$ cat src/rtl/fetch_top.sv
// Instruction fetch stage of the etcpu 5-stage RV32I pipeline.
// Owns the PC register, issues the synchronous instruction-memory read,
// predecodes the returned instruction and predicts branches with a
// direct-mapped table of 2-bit saturating counters trained from execute.

package fetch_pkg;
    localparam logic [31:0] BUBBLE    = 32'h0000_0013;
    localparam logic [6:0]  OP_BRANCH = 7'b1100011;
    localparam logic [6:0]  OP_JAL    = 7'b1101111;
endpackage

module fetch_top
    import fetch_pkg::*;
#(
    parameter logic [31:0] RESET_PC    = 32'h0000_0000,
    parameter int          BHT_ENTRIES = 64
) (
    input  logic        clk,
    input  logic        rst,
    output logic [31:0] imem_addr,
    input  logic [31:0] imem_rdata,
    input  logic        intrlock_bubble,
    input  logic        ex_branch_flush,
    input  logic [31:0] ex_redirect_pc,
    input  logic        bht_upd_vld,
    input  logic [31:0] bht_upd_pc,
    input  logic        bht_upd_taken,
    output logic [31:0] if_inst,
    output logic [31:0] if_pc,
    output logic        if_branch_taken,
    output logic [31:0] if_branch_nt_pc
);

    localparam int IW = $clog2(BHT_ENTRIES);

    logic [31:0]   pc_q;
    logic          vld_q;
    logic [1:0]    bht [BHT_ENTRIES];

    logic [6:0]    opcode;
    logic [31:0]   b_imm;
    logic [31:0]   j_imm;
    logic [IW-1:0] lookup_idx;
    logic [IW-1:0] upd_idx;
    logic          pred_taken;
    logic [31:0]   pred_target;
    logic [31:0]   pc_nxt;
    logic          unused_bits;

    // Redirect and update addresses only contribute their index/word bits.
    assign unused_bits = ^{ex_redirect_pc[1:0], bht_upd_pc[31:IW+2], bht_upd_pc[1:0]};

    assign if_inst         = vld_q ? imem_rdata : BUBBLE;
    assign if_pc           = pc_q;
    assign if_branch_nt_pc = pc_q + 32'd4;
    assign if_branch_taken = pred_taken;
    assign imem_addr       = pc_nxt;

    assign lookup_idx = pc_q[IW+1:2];
    assign upd_idx    = bht_upd_pc[IW+1:2];

    // Predecode the instruction on if_inst: conditional branches follow the
    // counter's MSB, JAL is always taken, everything else falls through.
    always_comb begin
        opcode      = if_inst[6:0];
        b_imm       = {{20{if_inst[31]}}, if_inst[7], if_inst[30:25], if_inst[11:8], 1'b0};
        j_imm       = {{12{if_inst[31]}}, if_inst[19:12], if_inst[20], if_inst[30:21], 1'b0};
        pred_taken  = 1'b0;
        pred_target = pc_q + 32'd4;
        if (vld_q) begin
            if (opcode == OP_BRANCH) begin
                pred_taken  = bht[lookup_idx][1];
                pred_target = pc_q + b_imm;
            end else if (opcode == OP_JAL) begin
                pred_taken  = 1'b1;
                pred_target = pc_q + j_imm;
            end
        end
    end

    // Next-PC selection: hold until the first read returns, then flush beats
    // stall, stall beats prediction, prediction beats sequential fetch.
    always_comb begin
        pc_nxt = pc_q + 32'd4;
        if (!vld_q) begin
            pc_nxt = pc_q;
        end else if (ex_branch_flush) begin
            pc_nxt = {ex_redirect_pc[31:2], 2'b00};
        end else if (intrlock_bubble) begin
            pc_nxt = pc_q;
        end else if (pred_taken) begin
            pc_nxt = pred_target;
        end
    end

    // PC register and the flag saying imem_rdata belongs to pc_q.
    always_ff @(posedge clk or posedge rst) begin
        if (rst) begin
            pc_q  <= RESET_PC;
            vld_q <= 1'b0;
        end else begin
            pc_q  <= pc_nxt;
            vld_q <= 1'b1;
        end
    end

    // Branch history counters, trained by execute with saturating steps.
    always_ff @(posedge clk or posedge rst) begin
        if (rst) begin
            for (int i = 0; i < BHT_ENTRIES; i++) begin
                bht[i] <= 2'b01;
            end
        end else if (bht_upd_vld) begin
            if (bht_upd_taken) begin
                if (bht[upd_idx] != 2'b11) begin
                    bht[upd_idx] <= bht[upd_idx] + 2'd1;
                end
            end else begin
                if (bht[upd_idx] != 2'b00) begin
                    bht[upd_idx] <= bht[upd_idx] - 2'd1;
                end
            end
        end
    end

endmodule

$ cat config.mk
export PLATFORM = sky130hd
export DESIGN_NAME = fetch_top
export DESIGN_NICKNAME = d
export VERILOG_FILES = /design/src/rtl/fetch_top.sv
export SDC_FILE = /design/constraint.sdc
export NUM_CORES = 1
export LEC_CHECK = 0
export CAP_MARGIN = 15
export CORE_MARGIN = 4
export CORE_UTILIZATION = 25
export CTS_BUF_LIST = sky130_fd_sc_hd__clkbuf_4 sky130_fd_sc_hd__clkbuf_8
export DETAILED_ROUTE_END_ITERATION = 10
export PLACE_DENSITY_LB_ADDON = 0.3
export SLEW_MARGIN = 30
export SYNTH_ARGS = -nofsm -noshare
export SYNTH_HDL_FRONTEND = slang
export SYNTH_SLANG_ARGS = --single-unit
$ cat constraint.sdc
create_clock -name clk -period 11.8 [get_ports clk]
set_input_delay 2.36 -clock clk [delete_from_list [all_inputs] [get_ports clk]]
set_output_delay 2.36 -clock clk [all_outputs]
set_load 0.005 [all_outputs]
; ---- After elaboration in Yosys (flattened, before gate mapping)
; Index checks and enable logic that the tools add are counted.
[classes]
muxes = 23
n_addsub = 5
n_eq_ne = 4
reduce_logical = 4
magnitude_cmp = 3
n_bitwise = 2
[ops]
columns = cell, count
row1 = $mux 128, 3
row2 = $bwmux 128, 2
row3 = $mux 32, 7
row4 = $add 32x32->32, 2
row5 = $add 32x3->32 const B, 1
row6 = $bmux 2 s6, 2
row7 = $eq 7x7->1 const B, 2
row8 = $ge 7x7->1 const B, 2
row9 = $not 6->7, 2
row10 = $demux 2 s6, 1
row11 = $mux 2, 5
row12 = $lt 7x1->1 const B, 1
row13 = $reduce_bool 2->1, 2
row14 = $mux 1, 3
row15 = $reduce_and 3->1, 1
row16 = $add 2x1->2 const B, 1
row17 = $ne 2x1->1 const B, 1
row18 = $ne 2x2->1 const B, 1
row19 = $sub 2x1->2 const B, 1
row20 = $logic_and 1x1->1, 1
[word_totals]
out_inout_bits = 129
wordCells = 107
register_bits = 161

; ---- Depth between registers and ports, before layout
; Gate-level depths: netlist of run 1.
[logic_depth]
word_depth = 10
ltp_mapped = 18
mapped_depth_nobuf = 14

; ---- Least setup slack after synthesis of run 1
; Ideal clock, no wire load.
[synth_timing]
path_kind = input -> output
from = in imem_rdata[21]
to = out imem_addr[27]
required_ns = 9.440
stages = 13
slack_ns = 4.298
t_arrival_ns = 5.142
n_path_buf = 0
path_cell_list = and2_1 -> ha_1 -> inv_1 -> fa_1 -> nand2b_1 -> a21o_1 -> a311oi_2 -> o211ai_1 -> a21oi_2 -> mux2i_1 -> o221a_2 -> o21ai_0 -> a221o_1
[synth_via]
elab_chain_cells = 8
[synth_rtl]
columns = item, line
row1 = "start, declared", 21  ; input logic [31:0] imem_rdata,
row2 = $mux 32, 53  ; assign if_inst = vld_q ? imem_rdata : BUBBLE;
row3 = $add 32x32->32, 76  ; pred_target = pc_q + j_imm;
row4 = $mux 32, 74  ; end else if (opcode == OP_JAL) begin
row5 = $mux 32, 71  ; if (opcode == OP_BRANCH) begin
row6 = $mux 32, 91  ; end else if (pred_taken) begin
row7 = $mux 32, 89  ; end else if (intrlock_bubble) begin
row8 = $mux 32, 87  ; end else if (ex_branch_flush) begin
row9 = $mux 32, 85  ; if (!vld_q) begin
row10 = "end, declared", 20  ; output logic [31:0] imem_addr,
; No other way between the ends.

; ---- Final worst setup path of run 1
[layout_timing]
from = in imem_rdata[21]
to = out imem_addr[21]
; The elaborated chain is that of the path after synthesis.

==> results.yml, run 1 <==
outcome:
  outcome: "complete, no violations"
drt:
  routed_wl_mm: 49.5
  vias_per_cell: 5.50
  drt.antenna.violating_nets: 0
  first_pass_iters: 5
  vias: 12300
  drc: 0
  drtIter0Drc: 1124
  wl_per_cell_um: 22.2
synth:
  synth_nets: 1595
  synth_ff_type: "dfrtp_1"
  yosysMostFrequentCell: "nand2_1"
  synth_compound_area_share_pct: 26.5
  yosysUniqueCellTypes: 90
  synth_top_area_cell: "dfrtp_1"
  synth-edff-count: 0
  synthMuxAreaShare_pct: 4.44
  synth_fa_ha_area_share_pct: 3.26
  ys_seq_area_share_pct: 34.5
  synth_top_family_by_area: "compound AO/OA/AOI/OAI gates"
  syn_area_mm2: 0.0119
  ys_warn_count: 0
  post-synth-top-area-fraction_pct: 20.4
  synthSimpleGateAreaFrac_pct: 21.8
  synthXorXnorAreaFrac_pct: 4.86
  synthArstFlopShare_pct: 100
  ys_ff_latch: 161
  avgSynthCellArea_um2: 8.13
  netlist_instances: 1464
  ys_top_cells_by_count: "nand2_1, o21ai_0, dfrtp_1, nor2_1, clkbuf_1"
  ys_top_cells_by_area: "dfrtp_1, dfstp_2, nand2_1"
worst_setup_path:
  cp-end-kind: "primary output"
  rr_startpoint: "vld_q$_DFF_PP0_"
  path_max_fanout: 6
  worstPathArrival_ps: 6850
  reg2reg_slack_ps: 7220
  cp-endpoint: "imem_addr[21]"
  crit_type: "in2out"
  start_kind: "primary input"
  crit_required_ps: 9440
  worstRegToRegCells: 14
  crit_start: "imem_rdata[21]"
  regToRegEndpoint: "if_pc[27]$_DFF_PP0_"
floorplan:
  ioPinCount: 231
  chipHeight_um: 226
  core_area_mm2: 0.0468
  num_rows: 79
  die_w_um: 226
  initial_core_util_pct: 25.4
  dieArea_mm2: 0.0511
power_and_ir_drop:
  p_leak_uw: 0.00561
  vdd_drop_max_mv: 0.106
  fin_total_pwr_uw: 1920
  powerDensity_mw_per_mm2: 129
timing:
  finalMaxSlewViolations: 0
  setup_viol: 0
  period_minus_slack_ps: 9210
  hold_violations: 0
  max-slew-margin-rel_pct: 26.6
  fin_ws_ps: 2590
  rsz0062_at_grt: "false"
  tightest_slew_ps: 1100
  max_freq_mhz: 109
  finalSetupTns_ps: 0
  worst_clock_skew_ps: 27.3
  finalCritPeriodShare_pct: 78.0
global_route:
  grt_use_total_pct: 18.9
  grt_max_degree: 107
  antenna_found_initial: 0
  grt_pass1_vias: 12000
  grt.overflow.total: 0
  grt_pass1_wl_mm: 74.1
layout:
  nets: 1741
  finalNonFillerCells: 2230
  area_growth_pct: 25.0
  antenna_cells: 0
  drive_gt1_share_pct: 10.0
place:
  io_buffers: 202
  dp_slack_ps: 2540
  gp_congestion: 0.931
  dp_cells: 2198
  dpl.hpwl_mm: 35.0
cts:
  cts-resized-gates: 0
  clkTransAtPathRegs_ps: 100
  numClockSinks: 161
  cts_root_buffer: "clkbuf_8"
  clkLatencyLatePin_ps: 560
  cts_tree: "built"
  cts-buffers-inserted: 17
  htree_levels: 4
  clk_path_buf_depth: 2
  cts_hold_buffers: 0
  postCtsSetupBuffers: 0
hold_path:
  hold_class: "reg2reg"
  hold_depth: 2
job:
  maxCapViolations: 0
[layout by cell type (no fill, tap or decap), types with 8 or more instances in the layout]
cell type        netlist  layout
nand2_1              284     284
clkdlybuf4s50_1        0     202
o21ai_0              175     175
dfrtp_1               97      96
nor2_1                85      81
dfstp_2               64      64
o22ai_1               53      53
a22oi_1               52      52
xnor2_1               46      46
a21oi_1               46      46
and2_1                39      39
mux2i_1               28      28
nand3_1               27      27
ha_1                  27      27
buf_4                  4      23
inv_1                 24      22
nand4_1               21      21
xor2_1                20      19
nor3_1                18      17
clkbuf_8               0      17
o211ai_1              16      16
and3_1                15      15
a31oi_1               15      15
a21o_1                15      15
nand2b_1              13      13
or4_1                 11      11
mux4_2                11      11
a211oi_1              10      10
o21ai_1               10      10
nor4_1                10       9
a221oi_1               9       9
o221ai_1               8       8
[metal layers]
metal  share of wire, %  up-vias  track usage, %
met1                 42     5962            24.7
met5                  0        -               0
met2                 47      549            31.1
met4                2.9        0            6.52
li1                   -     5661               -
met3                7.5       92            3.95
[where the power goes]
group          switching, uW  internal (uW)
logic                    377            307
registers                120            664
clock network            271            180
total                    768           1150
[cells by family (layout without fill, tap and decap cells)]
kind of cell / count (synthesis) / count (layout)
AND/OR/NAND/NOR: 558 / 558
AO/OA/AOI/OAI: 485 / 485
flip-flops: 161 / 161
buffers and inverters: 124 / 283
XOR/XNOR: 66 / 66
multiplexers: 39 / 39
adder cells (fa/ha/maj): 30 / 30
other: 1 / 1
[worst min path at each step]
stage,start,to,slack [ps]
after floorplan,flop,flop,460
after global placement,flop,flop,470
after detailed placement,flop,flop,470
after CTS,flop,flop,490
after global routing,flop,flop,490
final,flop,flop,480
[through the flow]
step | instance area, um^2 | util (%) | hold WS, ps
finish | 14900 | 31.8 | 484
global route | 14900 | 31.8 | 493
CTS | 14900 | 31.8 | 485
detailed placement | 14500 | 30.9 | 471
global placement | 14400 | 30.9 | 467
floorplan | 11900 | - | 458
[final cells by class]
| cell class | count | area (um^2) |
|---|---|---|
| fillers | 4947 | 31900 |
| multi-input cells | 1179 | 7290 |
| flip-flops and latches | 161 | 4110 |
| repair buffers | 225 | 2190 |
| well taps | 607 | 759 |
| clock buffers | 18 | 241 |
| clock inverters | 14 | 169 |
| inverters | 26 | 108 |
[worst max-delay path, stage by stage]
cell             delay (ps)
clkdlybuf4s50_1         450
and2_1                  160
ha_1                    280
inv_1                    80
fa_1                    400
nand2b_1                190
a21o_1                  200
a311oi_2                430
o211ai_1                240
a21oi_2                 500
mux2i_1                 270
xnor2_1                 160
a221oi_2                110
o41ai_2                 420
clkdlybuf4s50_1         580
Note: power is estimated with default switching activity, not from simulation.
==> inputs of run 2 (changes only) <==
==> constraint.sdc (replaced) <==
create_clock -name clk -period 8.7 [get_ports clk]
set_input_delay 1.74 -clock clk [delete_from_list [all_inputs] [get_ports clk]]
set_output_delay 1.74 -clock clk [all_outputs]
set_load 0.005 [all_outputs]
==> run 2 against run 1 <==
Via count is essentially flat. Clock skew shrank 8.8 ps. Global-route usage grew 0.10 points. Combinational power grew 34%. Largest power group unchanged.
==> results.yml, run 2 (synthesis results as in run 1) <==
timing:
  setup_viol: 0
  tightest_slew_ps: 1080
  rsz0062_at_grt: "false"
  hold_violations: 0
  max-slew-margin-rel_pct: 27.9
  finalMaxSlewViolations: 0
  worst_clock_skew_ps: 18.5
  finalSetupTns_ps: 0
  finalCritPeriodShare_pct: 92.0
  period_minus_slack_ps: 8000
  fin_ws_ps: 698
  max_freq_mhz: 125
job:
  maxCapViolations: 0
cts:
  cts_root_buffer: "clkbuf_8"
  postCtsSetupBuffers: 0
  cts-resized-gates: 0
  numClockSinks: 161
  cts-buffers-inserted: 17
  htree_levels: 4
  clkLatencyLatePin_ps: 550
  cts_hold_buffers: 0
  cts_tree: "built"
  clk_path_buf_depth: 2
  clkTransAtPathRegs_ps: 100
drt:
  drtIter0Drc: 1146
  first_pass_iters: 5
  drc: 0
  wl_per_cell_um: 22.3
  drt.antenna.violating_nets: 0
  vias: 12300
  vias_per_cell: 5.50
  routed_wl_mm: 49.8
place:
  io_buffers: 202
  dpl.hpwl_mm: 35.6
  dp_slack_ps: 675
  gp_congestion: 0.945
layout:
  final_util_pct: 31.8
  nets: 1742
  area_growth_pct: 25.0
  layout_commonest_cell: "nand2_1"
  antenna_cells: 0
  most-common-layout-cells: "nand2_1, clkdlybuf4s50_1, o21ai_0"
  drive_gt1_share_pct: 10.3
floorplan:
  dieArea_mm2: 0.0511
  chipHeight_um: 226
  num_rows: 79
  ioPinCount: 231
  core_area_mm2: 0.0468
  die_w_um: 226
  initial_core_util_pct: 25.4
worst_setup_path:
  start_kind: "primary input"
  crit_type: "in2out"
  worstPathArrival_ps: 6260
  path_max_fanout: 6
  crit_required_ps: 6960
  cp-end-kind: "primary output"
power_and_ir_drop:
  p_seq_share_pct: 41.6
  p_leak_uw: 0.00561
  p_switching_uw: 1020
  vdd_drop_max_mv: 0.149
  switching_share_pct: 39.6
  powerDensity_mw_per_mm2: 173
  clock_power_share_pct: 22.7
  fin_total_pwr_uw: 2580
  internal_power_uw: 1560
  combPwrFrac_pct: 35.7
global_route:
  grt_max_degree: 89
  antenna_found_initial: 0
  grt.overflow.total: 0
  grt_pass1_vias: 11900
  grt_pass1_wl_mm: 74.1
  grt_use_total_pct: 19.0
hold_path:
  hold_class: "reg2reg"
outcome:
  outcome: "complete, no violations"
## run 2: cell types whose count changed in the layout (fill, tap and decap cells not counted), sizes merged
cell / delta
buf: +1
clkinv: -1
clkinvlp: +1
## run 2: metal layers
metal  share of wire, %  GRT usage (%)  vias to the layer above
li1                   -              -                     5667
met1                 43           25.2                     5992
met2                 47           31.3                      534
met3                7.8           3.86                       77
met4                2.2           5.62                        0
met5                  0              0                        -
## run 2: worst max-delay path, cell delays in order
cell and delay [ps]:
clkdlybuf4s50_1 440, and2_1 170, ha_1 280, inv_1 80, fa_1 410, nand2b_1 190, a21o_1 210, a311oi_2 440
o211ai_1 240, a21oi_2 490, mux2i_1 320, xnor2_1 170, a221oi_2 120, o41ai_2 380, clkdlybuf4s50_1 570
## run 2: cell type report
class / instances / area (um^2)
clock buffers: 18 / 241
clock inverters: 14 / 151
fillers: 5012 / 31900
inverters: 26 / 105
multi-input cells: 1179 / 7290
flip-flops and latches: 161 / 4110
well taps: 607 / 759
repair buffers: 226 / 2210
## run 2: per-stage QoR
step	hold slack [ps]	cells	cell area (um^2)
6_report	485	2231	14900
5_1_grt	504	2231	14900
4_1_cts	487	2231	14800
3_5_place_dp	472	2199	14500
3_3_place_gp	467	2199	14400
2_1_floorplan	458	1464	11900
## run 2: power groups by stage
stage                     combinational [uW]  clock, uW  sequential [uW]
after floorplan                          594          0              986
after global placement                   903          0             1080
after detailed placement                 915          0             1080
after CTS                                918        607             1070
after global routing                    1010        631             1090
final                                    919        585             1070
## run 2: worst paths after layout
path,from,end,slack (ps),depth (start not counted)
setup / recovery,imem_rdata[21],imem_addr[21],700,15
hold / removal,flop,flop,490,2
setup reg to reg,vld_q$_DFF_PP0_,if_pc[27]$_DFF_PP0_,4200,13
hold reg to reg,flop,flop,490,2
max in group asynchronous,rst,bht[27]$_DFFE_PP0P_,5760,3
min in group asynchronous,rst,if_pc[6]$_DFF_PP0_,1730,2
==> inputs of run 3 (changes only) <==
--- a/config.mk
+++ b/config.mk
@@ -10,6 +10,7 @@
 export CORE_UTILIZATION = 25
 export CTS_BUF_LIST = sky130_fd_sc_hd__clkbuf_4 sky130_fd_sc_hd__clkbuf_8
 export DETAILED_ROUTE_END_ITERATION = 10
+export DONT_BUFFER_PORTS = 1
 export PLACE_DENSITY_LB_ADDON = 0.3
 export SLEW_MARGIN = 30
 export SYNTH_ARGS = -nofsm -noshare
==> constraint.sdc (replaced) <==
create_clock -name clk -period 7.1 [get_ports clk]
set_input_delay 1.42 -clock clk [delete_from_list [all_inputs] [get_ports clk]]
set_output_delay 1.42 -clock clk [all_outputs]
set_load 0.005 [all_outputs]
==> run 3 against run 2 <==
Combinational power grew 2.4%. Sequential cell count is the same. Utilization shrank 4.1 points. Critical path depth shrank 2. Via count shrank 6.2%. Highest routed layer is now met5.
==> results.yml, run 3 (synthesis results as in run 1) <==
outcome:
  outcome: "complete, no violations"
place:
  dp_cells: 2002
  gp_congestion: 0.894
  dpl.hpwl_mm: 35.1
  io_buffers: 0
timing:
  period_minus_slack_ps: 6490
  worst_clock_skew_ps: 23.3
  max-slew-margin-rel_pct: 31.2
  hold_violations: 0
  finalSetupTns_ps: 0
  finalMaxSlewViolations: 0
  setup_viol: 0
  finalCritPeriodShare_pct: 91.4
  rsz0062_at_grt: "false"
  tightest_slew_ps: 1030
  max_freq_mhz: 154
global_route:
  grt_use_total_pct: 18.9
  grt_max_degree: 82
  antenna_found_initial: 1
  grt_pass1_vias: 11100
  grt.overflow.total: 0
  grt_pass1_wl_mm: 72.8
layout:
  antenna_cells: 0
  multi_input_area_mm2: 0.00729
  regArea_mm2: 0.00411
  most-common-layout-cells: "nand2_1, o21ai_0, dfrtp_1"
  nets: 1546
  area_growth_pct: 8.82
  drive_gt1_share_pct: 12.0
  layout_commonest_cell: "nand2_1"
  finalNonFillerCells: 2035
  num-fill-cells: 5012
worst_setup_path:
  critical_path.top_delay_family: "compound AO/OA/AOI/OAI gates"
  worstRegToRegCells: 11
  reg2reg_slack_ps: 2550
  start_kind: "primary input"
  path_max_fanout: 6
  crit_type: "in2out"
  slowest_delay_ps: 530
  regToRegEndpoint: "if_pc[8]$_DFF_PP0_"
  crit_required_ps: 5680
  path_cells: "and2_1, ha_1, inv_1, fa_1, nand2b_1, a21o_1, a311oi_2, o211ai_1, a21oi_2, mux2i_1, o221a_2, o21ai_0, a221o_1"
  cp-end-kind: "primary output"
  rr_startpoint: "if_pc[2]$_DFF_PP0_"
  crit_slowest_cell: "a21oi_2"
  crit_buf_inv: 1
  worstPathArrival_ps: 5070
floorplan:
  initial_core_util_pct: 25.4
  core_area_mm2: 0.0468
  ioPinCount: 231
  num_rows: 79
  chipHeight_um: 226
  die_w_um: 226
  dieArea_mm2: 0.0511
drt:
  drt.antenna.violating_nets: 0
  wl_met2_mm: 23.4
  routed_wl_mm: 49.4
  wl_met1_mm: 20.7
  wl_met3_mm: 3.96
  first_pass_iters: 6
  wl_per_cell_um: 24.3
  drtIter0Drc: 1038
  maxUsedRoutingLayer: "met5"
  vias_per_cell: 5.66
  drc: 0
  vias: 11500
cts:
  cts-buffers-inserted: 17
  numClockSinks: 161
  clk_path_buf_depth: 2
  cts_hold_buffers: 0
  htree_levels: 4
  postCtsSetupBuffers: 0
  clkLatencyLatePin_ps: 570
  cts_tree: "built"
  cts_root_buffer: "clkbuf_8"
  clkTransAtPathRegs_ps: 100
  cts-resized-gates: 0
hold_path:
  hold_class: "reg2reg"
  hold_depth: 2
job:
  maxCapViolations: 0
power_and_ir_drop:
  powerDensity_mw_per_mm2: 232
  p_leak_uw: 0.00488
  vdd_drop_max_mv: 0.130
run 3: cell count changes in the layout (fill, tap and decap cells not counted), moves of 2 or more:
| cell | before | now |
|---|---|---|
| clkdlybuf4s50_1 | 202 | 0 |
| buf_4 | 23 | 29 |
| inv_12 | 0 | 2 |
| clkinv_2 | 2 | 0 |
| clkinv_8 | 1 | 7 |
run 3: metrics by stage:
step	hold slack, ps	area [um^2]	util, %	worst slack, ps	power [uW]
3_5_place_dp	472	12500	26.7	627	2250
5_1_grt	502	12900	27.7	440	3190
3_3_place_gp	468	12500	26.7	645	2230
4_1_cts	488	12900	27.6	559	3020
2_1_floorplan	458	11900	-	1440	1940
6_report	486	12900	27.7	612	3000
run 3: worst reg2reg max path, cell delays in order, from the launching register on:
cell,delay (ps)
dfrtp_1,400
buf_4,400
mux4_2,630
a22o_1,230
a31oi_1,230
a311oi_2,200
nor3_4,780
inv_2,550
buf_4,370
o21ai_0,150
o21ai_0,150
a21oi_1,330
run 3: final cells by class:
class                      instances  area share (%)
sequential                       161            31.7
tap                              607            5.87
timing repair buffer              30            1.89
inverter                          26           0.792
multi-input combinational       1179            56.3
clock buffer                      17            1.81
clock inverter                    15            1.58
run 3: how the worst max path moves through the flow:
stage	start	to	slack, ps	cells after the start
2_1_floorplan	rst	bht[101]$_DFFE_PP0P_	1440	1
3_3_place_gp	imem_rdata[21]	imem_addr[27]	650	13
3_5_place_dp	imem_rdata[21]	imem_addr[27]	630	13
4_1_cts	if_pc[2]$_DFF_PP0_	imem_addr[8]	560	11
5_1_grt	imem_rdata[21]	imem_addr[27]	440	13
6_report	imem_rdata[21]	imem_addr[27]	610	13
run 3: power by group:
part,internal (uW),total (uW),switching [uW]
logic,344,941,597
clock network,278,758,480
registers,1100,1310,203
total,1720,3000,1280
run 3: layer usage:
metal / up-vias / GRT usage (%)
li1: 5280 / -
met1: 5582 / 24.4
met2: 565 / 30.6
met3: 84 / 4.94
met4: 2 / 6.79
met5: - / 0
